### src/rtl/game_sched.sv
// game_sched -- two-player counter ownership scheduler.
//
// Arbitrates which of two players owns a shared up/down counter. A round
// runs IDLE -> GRANT -> RUN -> RELEASE -> IDLE. The owner is picked round-robin.
// During RUN the owner's step code is forwarded to the counter with one cycle
// of latency. GAMEOVER aborts to CLEAR, which pulses game_reset for one cycle.
// All outputs are registered.
//
// Optional feature: define SCHED_TIMEOUT_EN to end a RUN phase after ROUND_MAX
// consecutive RUN cycles with no WINNER/LOSER. A timed-out round still counts
// as a completed round.
//
// Ports:
//   clk                 single clock, all state updates on posedge
//   reset_n             asynchronous active-low reset
//   req[1:0]            ownership requests, bit0 = player 0, bit1 = player 1
//   p0_ctrl, p1_ctrl    step codes (00 +1, 01 +2, 10 -1, 11 -2)
//   p0_load, p1_load    preload the counter when granted
//   p0_init, p1_init    preload values
//   WINNER, LOSER       round-ending status from the datapath
//   GAMEOVER            game-ending status from the datapath
//   gnt[1:0]            one-hot grant, 00 when nobody owns the counter
//   control[1:0]        step code driven to the counter
//   INIT_c, INIT_l      counter load strobe / load value
//   game_reset          one-cycle synchronous reset pulse to the datapath
//   rounds[7:0]         completed-round count, wraps 255 -> 0
module game_sched #(
  parameter int SIZE      = 4,
  parameter int ROUND_MAX = 16
) (
  input  logic            clk,
  input  logic            reset_n,
  input  logic [1:0]      req,
  input  logic [1:0]      p0_ctrl,
  input  logic [1:0]      p1_ctrl,
  input  logic            p0_load,
  input  logic            p1_load,
  input  logic [SIZE-1:0] p0_init,
  input  logic [SIZE-1:0] p1_init,
  input  logic            WINNER,
  input  logic            LOSER,
  input  logic            GAMEOVER,
  output logic [1:0]      gnt,
  output logic [1:0]      control,
  output logic            INIT_c,
  output logic [SIZE-1:0] INIT_l,
  output logic            game_reset,
  output logic [7:0]      rounds
);

  typedef enum logic [2:0] {IDLE, GRANT, RUN, RELEASE, CLEAR} state_t;

  state_t state;
  logic   owner;       // player currently holding the grant
  logic   last_owner;  // round-robin pointer; 1 means player 0 wins a tie

  // Requester picked this cycle: a lone requester wins, a tie goes to the
  // player that did not own the previous round.
  logic            pick;
  logic            pick_load;
  logic [SIZE-1:0] pick_init;
  logic [1:0]      owner_ctrl;
  logic            run_expired;

  assign pick       = req[1] & (~req[0] | ~last_owner);
  assign pick_load  = pick ? p1_load : p0_load;
  assign pick_init  = pick ? p1_init : p0_init;
  assign owner_ctrl = owner ? p1_ctrl : p0_ctrl;

`ifdef SCHED_TIMEOUT_EN
  localparam int CNT_W = $clog2(ROUND_MAX + 1);
  logic [CNT_W-1:0] run_cnt;
  // run_cnt counts RUN cycles already completed; the ROUND_MAX-th RUN cycle
  // is the last one.
  assign run_expired = (run_cnt == CNT_W'(ROUND_MAX - 1));
`else
  assign run_expired = 1'b0;
`endif

  always_ff @(posedge clk or negedge reset_n) begin
    if (!reset_n) begin
      state      <= IDLE;
      owner      <= 1'b0;
      last_owner <= 1'b1;
      gnt        <= 2'b00;
      control    <= 2'b00;
      INIT_c     <= 1'b0;
      INIT_l     <= '0;
      game_reset <= 1'b0;
      rounds     <= 8'd0;
`ifdef SCHED_TIMEOUT_EN
      run_cnt    <= '0;
`endif
    end else begin
      // Strobes are single-cycle unless re-asserted below.
      INIT_c     <= 1'b0;
      game_reset <= 1'b0;

      if (GAMEOVER && state != CLEAR) begin
        // Game over beats every other transition, including a same-cycle
        // WINNER/LOSER, so the interrupted round is never counted.
        state      <= CLEAR;
        gnt        <= 2'b00;
        control    <= 2'b00;
        game_reset <= 1'b1;
        last_owner <= 1'b1;
      end else begin
        case (state)
          IDLE: begin
            if (req != 2'b00) begin
              state <= GRANT;
              owner <= pick;
              gnt   <= pick ? 2'b10 : 2'b01;
              if (pick_load) begin
                INIT_c <= 1'b1;
                INIT_l <= pick_init;
              end
            end
          end
          GRANT: begin
            state   <= RUN;
            control <= owner_ctrl;
`ifdef SCHED_TIMEOUT_EN
            run_cnt <= '0;
`endif
          end
          RUN: begin
            // The owner's req is ignored here: only a round result (or the
            // timeout) hands the counter back.
            if (WINNER || LOSER || run_expired) begin
              state      <= RELEASE;
              gnt        <= 2'b00;
              control    <= 2'b00;
              rounds     <= rounds + 8'd1;
              last_owner <= owner;
            end else begin
              control <= owner_ctrl;
`ifdef SCHED_TIMEOUT_EN
              run_cnt <= run_cnt + CNT_W'(1);
`endif
            end
          end
          RELEASE: begin
            state <= IDLE;
          end
          CLEAR: begin
            state      <= IDLE;
            last_owner <= 1'b1;
          end
          default: begin
            state <= IDLE;
          end
        endcase
      end
    end
  end

endmodule

### config.mk
export PLATFORM = sky130hd
export DESIGN_NAME = game_sched
export DESIGN_NICKNAME = d
export VERILOG_FILES = /design/src/rtl/game_sched.sv
export SDC_FILE = /design/constraint.sdc
export NUM_CORES = 1
export LEC_CHECK = 0
export ABC_CLOCK_PERIOD_IN_PS = 1900
export CAP_MARGIN = 30
export CORE_MARGIN = 2
export CORE_UTILIZATION = 45
export CTS_CLUSTER_SIZE = 28
export DETAILED_ROUTE_END_ITERATION = 16
export PLACE_DENSITY = 0.79
export REMOVE_ABC_BUFFERS = 1
export SLEW_MARGIN = 25
export SYNTH_ARGS = -nofsm -noshare
export SYNTH_HDL_FRONTEND = slang
export SYNTH_SLANG_ARGS = --single-unit
### constraint.sdc
create_clock -name clk -period 1.9 [get_ports clk]
set_input_delay 0.38 -clock clk [delete_from_list [all_inputs] [get_ports clk]]
set_output_delay 0.38 -clock clk [all_outputs]
set_load 0.05 [all_outputs]
After elaboration in Yosys (flattened, before gate mapping)
Index checks and enable logic that the tools add are counted.
{"block": "word_totals", "regBits": 23, "in_bits": 21, "output_inout_bits": 18, "wordCells": 57}
{"block": "classes", "n_addsub": 1, "eq_ne": 6, "n_mux": 23, "bitwise_logic": 5, "reduce_logical": 13}
{"cell": "$mux 2", "n": 7}
{"cell": "$mux 3", "n": 3}
{"cell": "$ne 3x3->1 const B", "n": 3}
{"cell": "$pmux 3 s3", "n": 1}
{"cell": "$reduce_and 3->1", "n": 3}
{"cell": "$reduce_bool 3->1", "n": 3}
{"cell": "$add 8x1->8 const B", "n": 1}
{"cell": "$mux 1", "n": 8}
{"cell": "$pmux 2 s2", "n": 2}
{"cell": "$mux 4", "n": 1}
{"cell": "$reduce_and 2->1", "n": 2}
{"cell": "$reduce_and 4->1", "n": 1}
{"cell": "$eq 3x1->1 const B", "n": 1}
{"cell": "$eq 3x2->1 const B", "n": 1}
{"cell": "$eq 3x3->1 const B", "n": 1}
{"cell": "$logic_not 3->1", "n": 1}
{"cell": "$not 1->1", "n": 3}
{"cell": "$pmux 1 s2", "n": 1}
{"cell": "$reduce_bool 2->1", "n": 1}
{"cell": "$and 1x1->1", "n": 1}
{"cell": "$logic_and 1x1->1", "n": 1}
{"cell": "$logic_or 1x1->1", "n": 1}
{"cell": "$or 1x1->1", "n": 1}

Longest topological paths before layout
{"block": "depth", "word_depth": 8, "mapped_depth": 6}

Worst setup path before layout
Ideal clock, no wire load.
{"block": "synth_timing", "kind": "input to register", "from": "input GAMEOVER", "to": "register INIT_l[0]", "setup_time_ns": 0.147, "arrival_ns": 1.492, "required_ns": 1.753, "setup_slack_ns": 0.260, "stages": 5, "n_path_buf": 2, "path_cell_list": "clkbuf_1 -> or3_1 -> buf_6 -> nor4b_2 -> a222oi_1"}
{"block": "synth_between", "elab_chain_len": 3}
{"item": "start: declaration", "line": "42", "text": "input logic GAMEOVER,"}
{"item": "$logic_and 1x1->1", "line": "99", "text": "if (GAMEOVER && state != CLEAR) begin"}
{"item": "$not 1->1 (no line)"}
{"item": "$reduce_and 4->1 (no line)"}
{"item": "end signal: assignment", "line": "116", "text": "INIT_l <= pick_init;"}
{"item": "end: declaration", "line": "46", "text": "output logic [SIZE-1:0] INIT_l,"}
No other way between the ends.
A chain may end at the register's enable or synchronous reset.

Worst setup path in the final report
{"block": "layout_timing", "from": "register game_reset", "to": "output game_reset"}
{"item": "start: declaration", "line": "47", "text": "output logic game_reset,"}
{"item": "start signal: assignment", "line": "89", "text": "game_reset <= 1'b0;"}
{"item": "start signal: assignment", "line": "97", "text": "game_reset <= 1'b0;"}
{"item": "start signal: assignment", "line": "105", "text": "game_reset <= 1'b1;"}
No word-level cell between the ends.

==> out/metrics.yaml <==
sta:
  rsz0062_at_grt: "no"
  max_freq_ghz: 0.546
  setup_viol: 0
  worst_pin_slew_ns: 0.561
  setup_ws_ns: 0.0699
  fin_crit_ns: 1.83
  fin_skew_ns: 0.0148
  drv_slew: 0
  fin_crit_sh_pct: 96.3
  hold_viol: 0
  maxSlewHeadroom_pct: 62.3
power:
  total_power_mw: 1.51
  max-vdd-ir-drop_uv: 740
  p_leak_nw: 0.856
  powerDensity_nw_per_um2: 898
layout:
  syn_to_final_growth_pct: 38.8
  final_area_sq_um: 1680
  layout-drive-gt1-share_pct: 22.4
  fillers: 212
  layout_common_cells: "buf_4 (23), dfrtp_1 (22), clkdlybuf4s50_1 (22)"
  diodes: 0
  fin_nets: 184
  utilization_pct: 66.8
  final_common_cell: "buf_4"
  fin_cells: 191
clocking:
  hold_buffers: 0
  cts_buffer_depth: 2
  post-cts-setup-buffers: 0
  cts_sinks: 23
  insertion_delay_ns: 0.32
  ctsResizeCount: 1
  path_clk_slew_ns: 0.14
  cts_root_buf: "clkbuf_4"
  htree_levels: 1
  numCtsBuffers: 3
  cts_tree: "done"
placed_design:
  placed_cell_area_sq_um: 1650
  io_buffers: 38
  gp_congestion: 0.853
  place_hpwl_um: 2030
  dp_slack_ns: -0.111
  dpl.cell_count: 187
routing:
  dr.pass1.iters: 5
  drc_errors: 0
  num_vias: 1049
  wl_met1_um: 1110
  wire_per_inst_um: 13.8
  drt_iter0_drc: 40
  top_layer: "met3"
  post_drt_via_cell_ratio: 5.49
  wl_met2_um: 1340
  detail-route-antenna-nets: 0
  wl_met3_um: 188
  routed_wl_um: 2640
setup_path:
  end_kind: "output port"
  cp.required_ns: 1.52
  cp.arrival_ns: 1.45
  crit_buf_inv: 1
  rrSetupSlack_ns: 0.27
  cp-start-kind: "register"
  slowest_stage: "clkdlybuf4s50_1"
  critPathMaxStageDelay_ns: 0.79
  cp_max_fo: 1
  cp_cell_sequence: "clkdlybuf4s50_1"
  critical_path_class: "reg -> out"
  path_delay_family: "buffers and inverters"
yosys:
  ys_seq_elements: 23
  seq_area_frac_synth_pct: 47.5
  synth_edf_count: 0
  dominantRegCellSynth: "dfrtp_1"
  avgSynthCellArea_sq_um: 10.7
  ys_types: 42
  async_reset_ff_share_pct: 100
  synthCells: 113
  ys_warn_count: 0
  synth_area_sq_um: 1210
global_routing:
  grt_max_degree: 24
  gr-usage-all-layers_pct: 17.3
  gr-total-overflow: 0
  grt_pass1_vias: 948
  antenna_found_initial: 0
  grt_pass1_wl_um: 4320
floorplanning:
  die_y_um: 55.9
  design.portCount: 39
  initial_core_util_pct: 48.1
  std_cell_rows: 18
  die_w_um: 55.9
  core-area_sq_um: 2520
  die-area_sq_um: 3130
job:
  maxCapViolations: 0
outcome:
  status: "complete, no violations"
worst_hold_path:
  min_path_type: "in -> async"
-- path summary, 6_finish.rpt --
path | start | depth (start not counted) | end
worst min register to register | rounds[7] | 1 | rounds[7]
worst max register to register | state[2] | 4 | rounds[5]
min in group clk | rounds[7] | 1 | rounds[7]
max in group asynchronous | reset_n | 2 | last_owner
worst max-delay path | game_reset | 1 | game_reset
worst min-delay path | reset_n | 2 | rounds[3]
-- metal layers --
layer	up-vias	global-route usage [%]
li1	508	-
met1	506	22.3
met3	0	5.81
met5	-	0
met2	35	29.9
met4	0	1.02
-- through the flow --
| stage | TNS (ns) | hold WS, ns |
|---|---|---|
| floorplan | 0 | 0.0844 |
| global placement | -0.237 | 0.457 |
| detailed placement | -0.600 | 0.461 |
| CTS | 0 | 0.399 |
| global route | 0 | 0.390 |
| finish | 0 | 0.390 |
-- flip-flops by register name, summed over array words and instances (netlist names) --
signal / cells
rounds: 8
control: 2
game_reset: 1
owner: 1
INIT_c: 1
state: 3
last_owner: 1
gnt: 2
INIT_l: 4
-- synthesized netlist by cell type, types with 2 or more instances --
cell      number  share of area [%]
dfrtp_1       22                 45
nand2_1        2               0.62
o32ai_1        4                2.9
nor4_1         2                1.0
and2_1         2                1.0
nand3_1        3                1.2
a222oi_1       4                3.3
nor2_1         4                1.2
nor3_1         7                2.9
mux2i_1        3                2.5
nand4_1        2                1.0
nand2b_1       4                2.1
buf_6          3                2.8
o21ai_0        2               0.82
mux2_2         2                1.9
inv_1         12                3.7
or3b_2         2                1.4
xor2_1         7                5.1
or3_1          2                1.0
o22ai_1        2                1.0
-- logic make-up (layout without fill, tap and decap cells) --
logic type	after synthesis	count (layout)	synth area share [%]
AOI/OAI and AO/OA	23	23	15.5
xor gates and xnor gates	8	8	5.77
adders and majority gates	1	1	1.03
buffers and inverters	18	66	7.52
DFF	23	23	47.5
muxes	5	5	4.33
and+or+nand+nor	35	35	18.3
-- layout make-up --
| type | instances | area (sq um) | area share (%) |
|---|---|---|---|
| Clock buffer | 3 | 22.5 | 1.34 |
| Clock inverter | 1 | 5.00 | 0.297 |
| Inverter | 12 | 45.0 | 2.67 |
| Multi-Input combinational cell | 72 | 546 | 32.4 |
| Sequential cell | 23 | 577 | 34.2 |
| Tap cell | 30 | 37.5 | 2.23 |
| Timing Repair Buffer | 50 | 452 | 26.8 |
-- where the power goes --
part           total (mW)  internal (mW)  switching (mW)
registers           0.640          0.568          0.0721
logic               0.644          0.249           0.395
clock network       0.229         0.0787           0.150
total                1.51          0.896           0.617
No activity file was read; power rests on OpenSTA's default activity.
==> RTL change 1, RTL diff (same settings) <==
Reset style: synchronous (`reset_n`), changed in one clocked block. Comments in the files are not updated.
--- a/src/rtl/game_sched.sv
+++ b/src/rtl/game_sched.sv
@@ -79,3 +79,3 @@
 
-  always_ff @(posedge clk or negedge reset_n) begin
+  always_ff @(posedge clk) begin
     if (!reset_n) begin
Formal check against the unedited RTL: differs if reset_n is asserted again (counterexample within 4 cycles, from zero or initial values and one cycle with reset_n low); with reset_n held inactive, the same outputs for 10 cycles.
==> RTL change 1 against the unedited design <==
  * Area after synthesis down 10%
  * Setup slack worse by 38 ps
  * Fmax down 2.0%
  * Sequential cell count unchanged
  * Critical path depth unchanged
  * Wire length down 9.1%
  * Final area down 7.6%
  * Core utilization up 2.3 points
  * Count of clock-buffer cells in the layout unchanged
  * Hold slack better by 80 ps
  * Sequential share of layout area down 4.7 points
  * Global-route usage up 0.97 points
Power is not compared: it rests on default switching activity, and its combinational part moved more than twofold at a synthesized area within 25%.
==> RTL change 1: results (changes against the unedited design) <==
.. list-table::
   :header-rows: 1

   * - Metric
     - Value
   * - Share of synthesized area occupied by flip-flops and latches
     - 0.423 (-0.0523)
   * - Placement Cell Area
     - 1520 µm² (-8.0%)
   * - Per-instance average area after synthesis
     - 9.63 µm² (-10%)
   * - Initial drt markers
     - 8 (-80%)
   * - Class of the tightest hold or removal check
     - reg -> reg
   * - Via count of the first global-routing pass
     - 906 (-4.4%)
   * - Compound-cell area share of the yosys netlist
     - 0.125 (-0.0294)
   * - Adder-Cell Fraction of Synth Area
     - 0.0115 (+0.00118)
   * - Portion of netlist area occupied by mux cells
     - 0.0644 (+0.0211)
   * - Final Net Count
     - 181 (-1.6%)
   * - CP startpoint
     - gnt[1]
   * - R2R Path Start
     - state[0]
   * - Worst-path fanout max
     - 2 (+1)
   * - Final Hold Slack
     - 470 ps (+80.2 ps)
   * - Average wire length per cell after detail routing
     - 12.9 µm (-6.7%)
   * - Most area-consuming cells after synthesis
     - sky130_fd_sc_hd__dfxtp_1, sky130_fd_sc_hd__mux2i_1, sky130_fd_sc_hd__xor2_1
   * - Final Wtd Congestion
     - 0.756 (-11%)
   * - Largest net degree at the start of global routing
     - 14 (-42%)
   * - Result of the run
     - complete, no violations
   * - Slack of the worst reg-to-reg path
     - 110 ps (-160 ps)
   * - Finished Layout Cells
     - 186 (-2.6%)
   * - Worst Setup EP
     - gnt[1]
   * - Worst relative slew slack
     - 0.588 (-0.0355)
   * - Final setup skew
     - 10.3 ps (-4.50 ps)
   * - Routed via count
     - 969 (-7.6%)
   * - Clock-pin transition on the worst setup and hold timing paths
     - 120 ps (-20 ps)
   * - Worst slack at placement
     - -110 ps (+0.621 ps)
   * - Asr flop ratio synth
     - 0 (-1.00)
   * - Post-synth cell types
     - 31 (-26%)
   * - Global-route total usage across every layer
     - 0.183 (+0.00967)
   * - Area share of xor/xnor cells in the synthesized design
     - 0.0644 (+0.00664)
   * - Fraction of final layout cells sized beyond drive strength 1
     - 0.152 (-0.0717)
==> RTL change 1: report_power, final <==
group	internal [µW]	leakage, µW	switching, µW
clock network	78.7	0.0000177	147
registers	500	0.000187	13.4
logic	106	0.000524	109
total	684	0.000729	270
==> RTL change 1: metal layers <==
layer  vias up  part of all wire  global-route usage  wire length (µm)
met5         -                 0                   0                 0
met4         0                 0                   0                 0
met3         0             0.061              0.0593               146
met2        28              0.52               0.340              1240
met1       443              0.42               0.217              1010
li1        498                 -                   -                 -
==> RTL change 1: cell type report <==
| type | count | area (µm²) |
|---|---|---|
| fill | 189 | 698 |
| multi-input combinational | 81 | 587 |
| sequential | 23 | 460 |
| timing repair buffer | 45 | 428 |
| tap | 28 | 35.0 |
| clock buffer | 3 | 22.5 |
| inverter | 5 | 18.8 |
| clock inverter | 1 | 5.00 |
==> RTL change 1: timing repair <==
action	in CTS	in global routing
gates resized for setup	0	5
endpoints found under the hold margin	0	0
endpoints found under the setup margin	0	5
==> RTL change 2, RTL diff (same settings) <==
Made on the original files. Change the parameter `SIZE` from 4 to 2.
--- a/src/rtl/game_sched.sv
+++ b/src/rtl/game_sched.sv
@@ -27,3 +27,3 @@
 module game_sched #(
-  parameter int SIZE      = 4,
+  parameter int SIZE      = 2,
   parameter int ROUND_MAX = 16
Ports: changed (resized INIT_l, p0_init and p1_init); port bits go from 39 to 33. The function was not compared with the original's and may differ.
==> RTL change 2 against the unedited design <==
  * Setup slack lost 16 ps
  * Global-route usage grew 1.8 points
  * Final area shrank 13%
  * Cell count shrank 12%
  * Sequential share of layout area grew 1.6 points
  * Fmax shrank 0.84%
  * Area after synthesis shrank 11%
  * Wire length shrank 9.2%
  * Critical path depth is the same
  * Die area shrank 9.9%
  * Sequential cell count shrank 2
  * Total power shrank 17%
  * Register-to-register slack lost 20 ps
==> RTL change 2: results (changes against the unedited design) <==
.. list-table::
   :header-rows: 1

   * - Metric
     - Value
   * - Total sequential power
     - 568 µW (-11%)
   * - Arrival time of data at the critical path endpoint
     - 1470 ps (+20 ps)
   * - Fraction of final layout cells sized beyond drive strength 1
     - 0.184 (-0.0392)
   * - Synth top cells by count
     - sky130_fd_sc_hd__dfrtp_1, sky130_fd_sc_hd__inv_1, sky130_fd_sc_hd__nor2_1
   * - PortBufs
     - 32 (-16%)
   * - Sum of met2 wire segment lengths after detailed routing
     - 1120 µm (-16%)
   * - Maximum ir drop on the vdd rail
     - 0.978 mV (+32%)
   * - Ratio of final minimum period to clock period
     - 0.971 (+0.00820)
   * - Antenna violations before repair
     - 0 (unchanged)
   * - Share of synthesized area occupied by flip-flops and latches
     - 0.486 (+0.0103)
   * - Amount of wire on met3 after detailed routing
     - 182 µm (-3.2%)
   * - Slack of the worst reg-to-reg path
     - 250 ps (-20 ps)
   * - Combinational Power
     - 480 µW (-25%)
   * - Final setup skew
     - 4.32 ps (-10.5 ps)
   * - Clock-pin transition on the worst setup and hold timing paths
     - 110 ps (-30 ps)
   * - Worst-path fanout max
     - 2 (+1)
   * - DP HPWL
     - 1820 µm (-10%)
   * - Top routing layer used
     - met4
   * - Multi-input gate area
     - 494 µm² (-9.4%)
   * - Detailed-routing iteration count for the pre-antenna-repair pass
     - 4 (-1)
   * - Final Net Count
     - 160 (-13%)
   * - Synthesized netlist cell count
     - 103 (-8.8%)
   * - Wire length of the first global-routing pass
     - 3860 µm (-11%)
   * - Source-to-sink clock delay at the later pin of the worst-skew pair
     - 300 ps (-20 ps)
   * - Internal power
     - 775 µW (-13%)
   * - Leak Pwr
     - 0.000689 µW (-20%)
   * - Number of cells after detailed placement
     - 165 (-12%)
   * - Total routed wirelength
     - 2400 µm (-9.2%)
   * - Wire length on met1
     - 1060 µm (-4.7%)
   * - Count of fill cells added during filler insertion
     - 191 (-9.9%)
   * - Class of the tightest hold or removal check
     - in -> async
   * - Number of buffers on the longest clock path
     - 2 (unchanged)
   * - Most area-consuming cells after synthesis
     - sky130_fd_sc_hd__dfrtp_1, sky130_fd_sc_hd__inv_1, sky130_fd_sc_hd__xnor2_1
   * - Global-route total usage across every layer
     - 0.191 (+0.0176)
   * - Placement Cell Area
     - 1430 µm² (-13%)
   * - Largest net degree at the start of global routing
     - 22 (-8.3%)
   * - CP startpoint
     - control[0]
   * - Post-CTS sizing
     - 0 (-1)
   * - Regs by FF count
     - rounds: 8 flops, state: 3 flops
   * - Result of the run
     - complete, no violations
   * - Reg-to-reg critical path endpoint
     - INIT_l[1]
   * - Routed via count
     - 934 (-11%)
   * - Reg2reg path depth
     - 3 (-1)
   * - Final Wtd Congestion
     - 0.795 (-6.8%)
   * - Worst Setup EP
     - control[0]
   * - Post-synth cell types
     - 38 (-9.5%)
   * - Measured slew at the worst slew-check pin
     - 514 ps (-47.4 ps)
   * - Via count of the first global-routing pass
     - 882 (-7.0%)
   * - Worst slack at placement
     - 29.6 ps (+140 ps)
## RTL change 2: cell types whose count changed after synthesis, moves of 3 or more
cell and change:
sky130_fd_sc_hd__xor2_1 -3, sky130_fd_sc_hd__nor2_1 +3, sky130_fd_sc_hd__o21ai_0 +4, sky130_fd_sc_hd__xnor2_1 +3
## RTL change 2: cell families (layout without fill, tap and decap cells)
group	Yosys count	after routing	share of synthesized area
adder cells (fa/ha/maj)	1	1	0.0115
XOR/XNOR	8	8	0.0646
AND/OR/NAND/NOR	35	35	0.209
flip-flops	21	21	0.486
buffers and inverters	14	52	0.0588
multiplexers	4	4	0.0381
AO/OA/AOI/OAI	20	20	0.133
## RTL change 2: metal layers
layer  vias up  track usage
li1        452            -
met1       442        0.228
met2        36        0.331
met3         4       0.0424
met4         0       0.0769
met5         -            0
## RTL change 2: area by class of cell
type,instances,share of cell area
Multi-Input combinational cell,68,0.337
Inverter,10,0.0256
Sequential cell,21,0.359
Timing Repair Buffer,38,0.237
Clock buffer,4,0.0179
Tap cell,28,0.0239
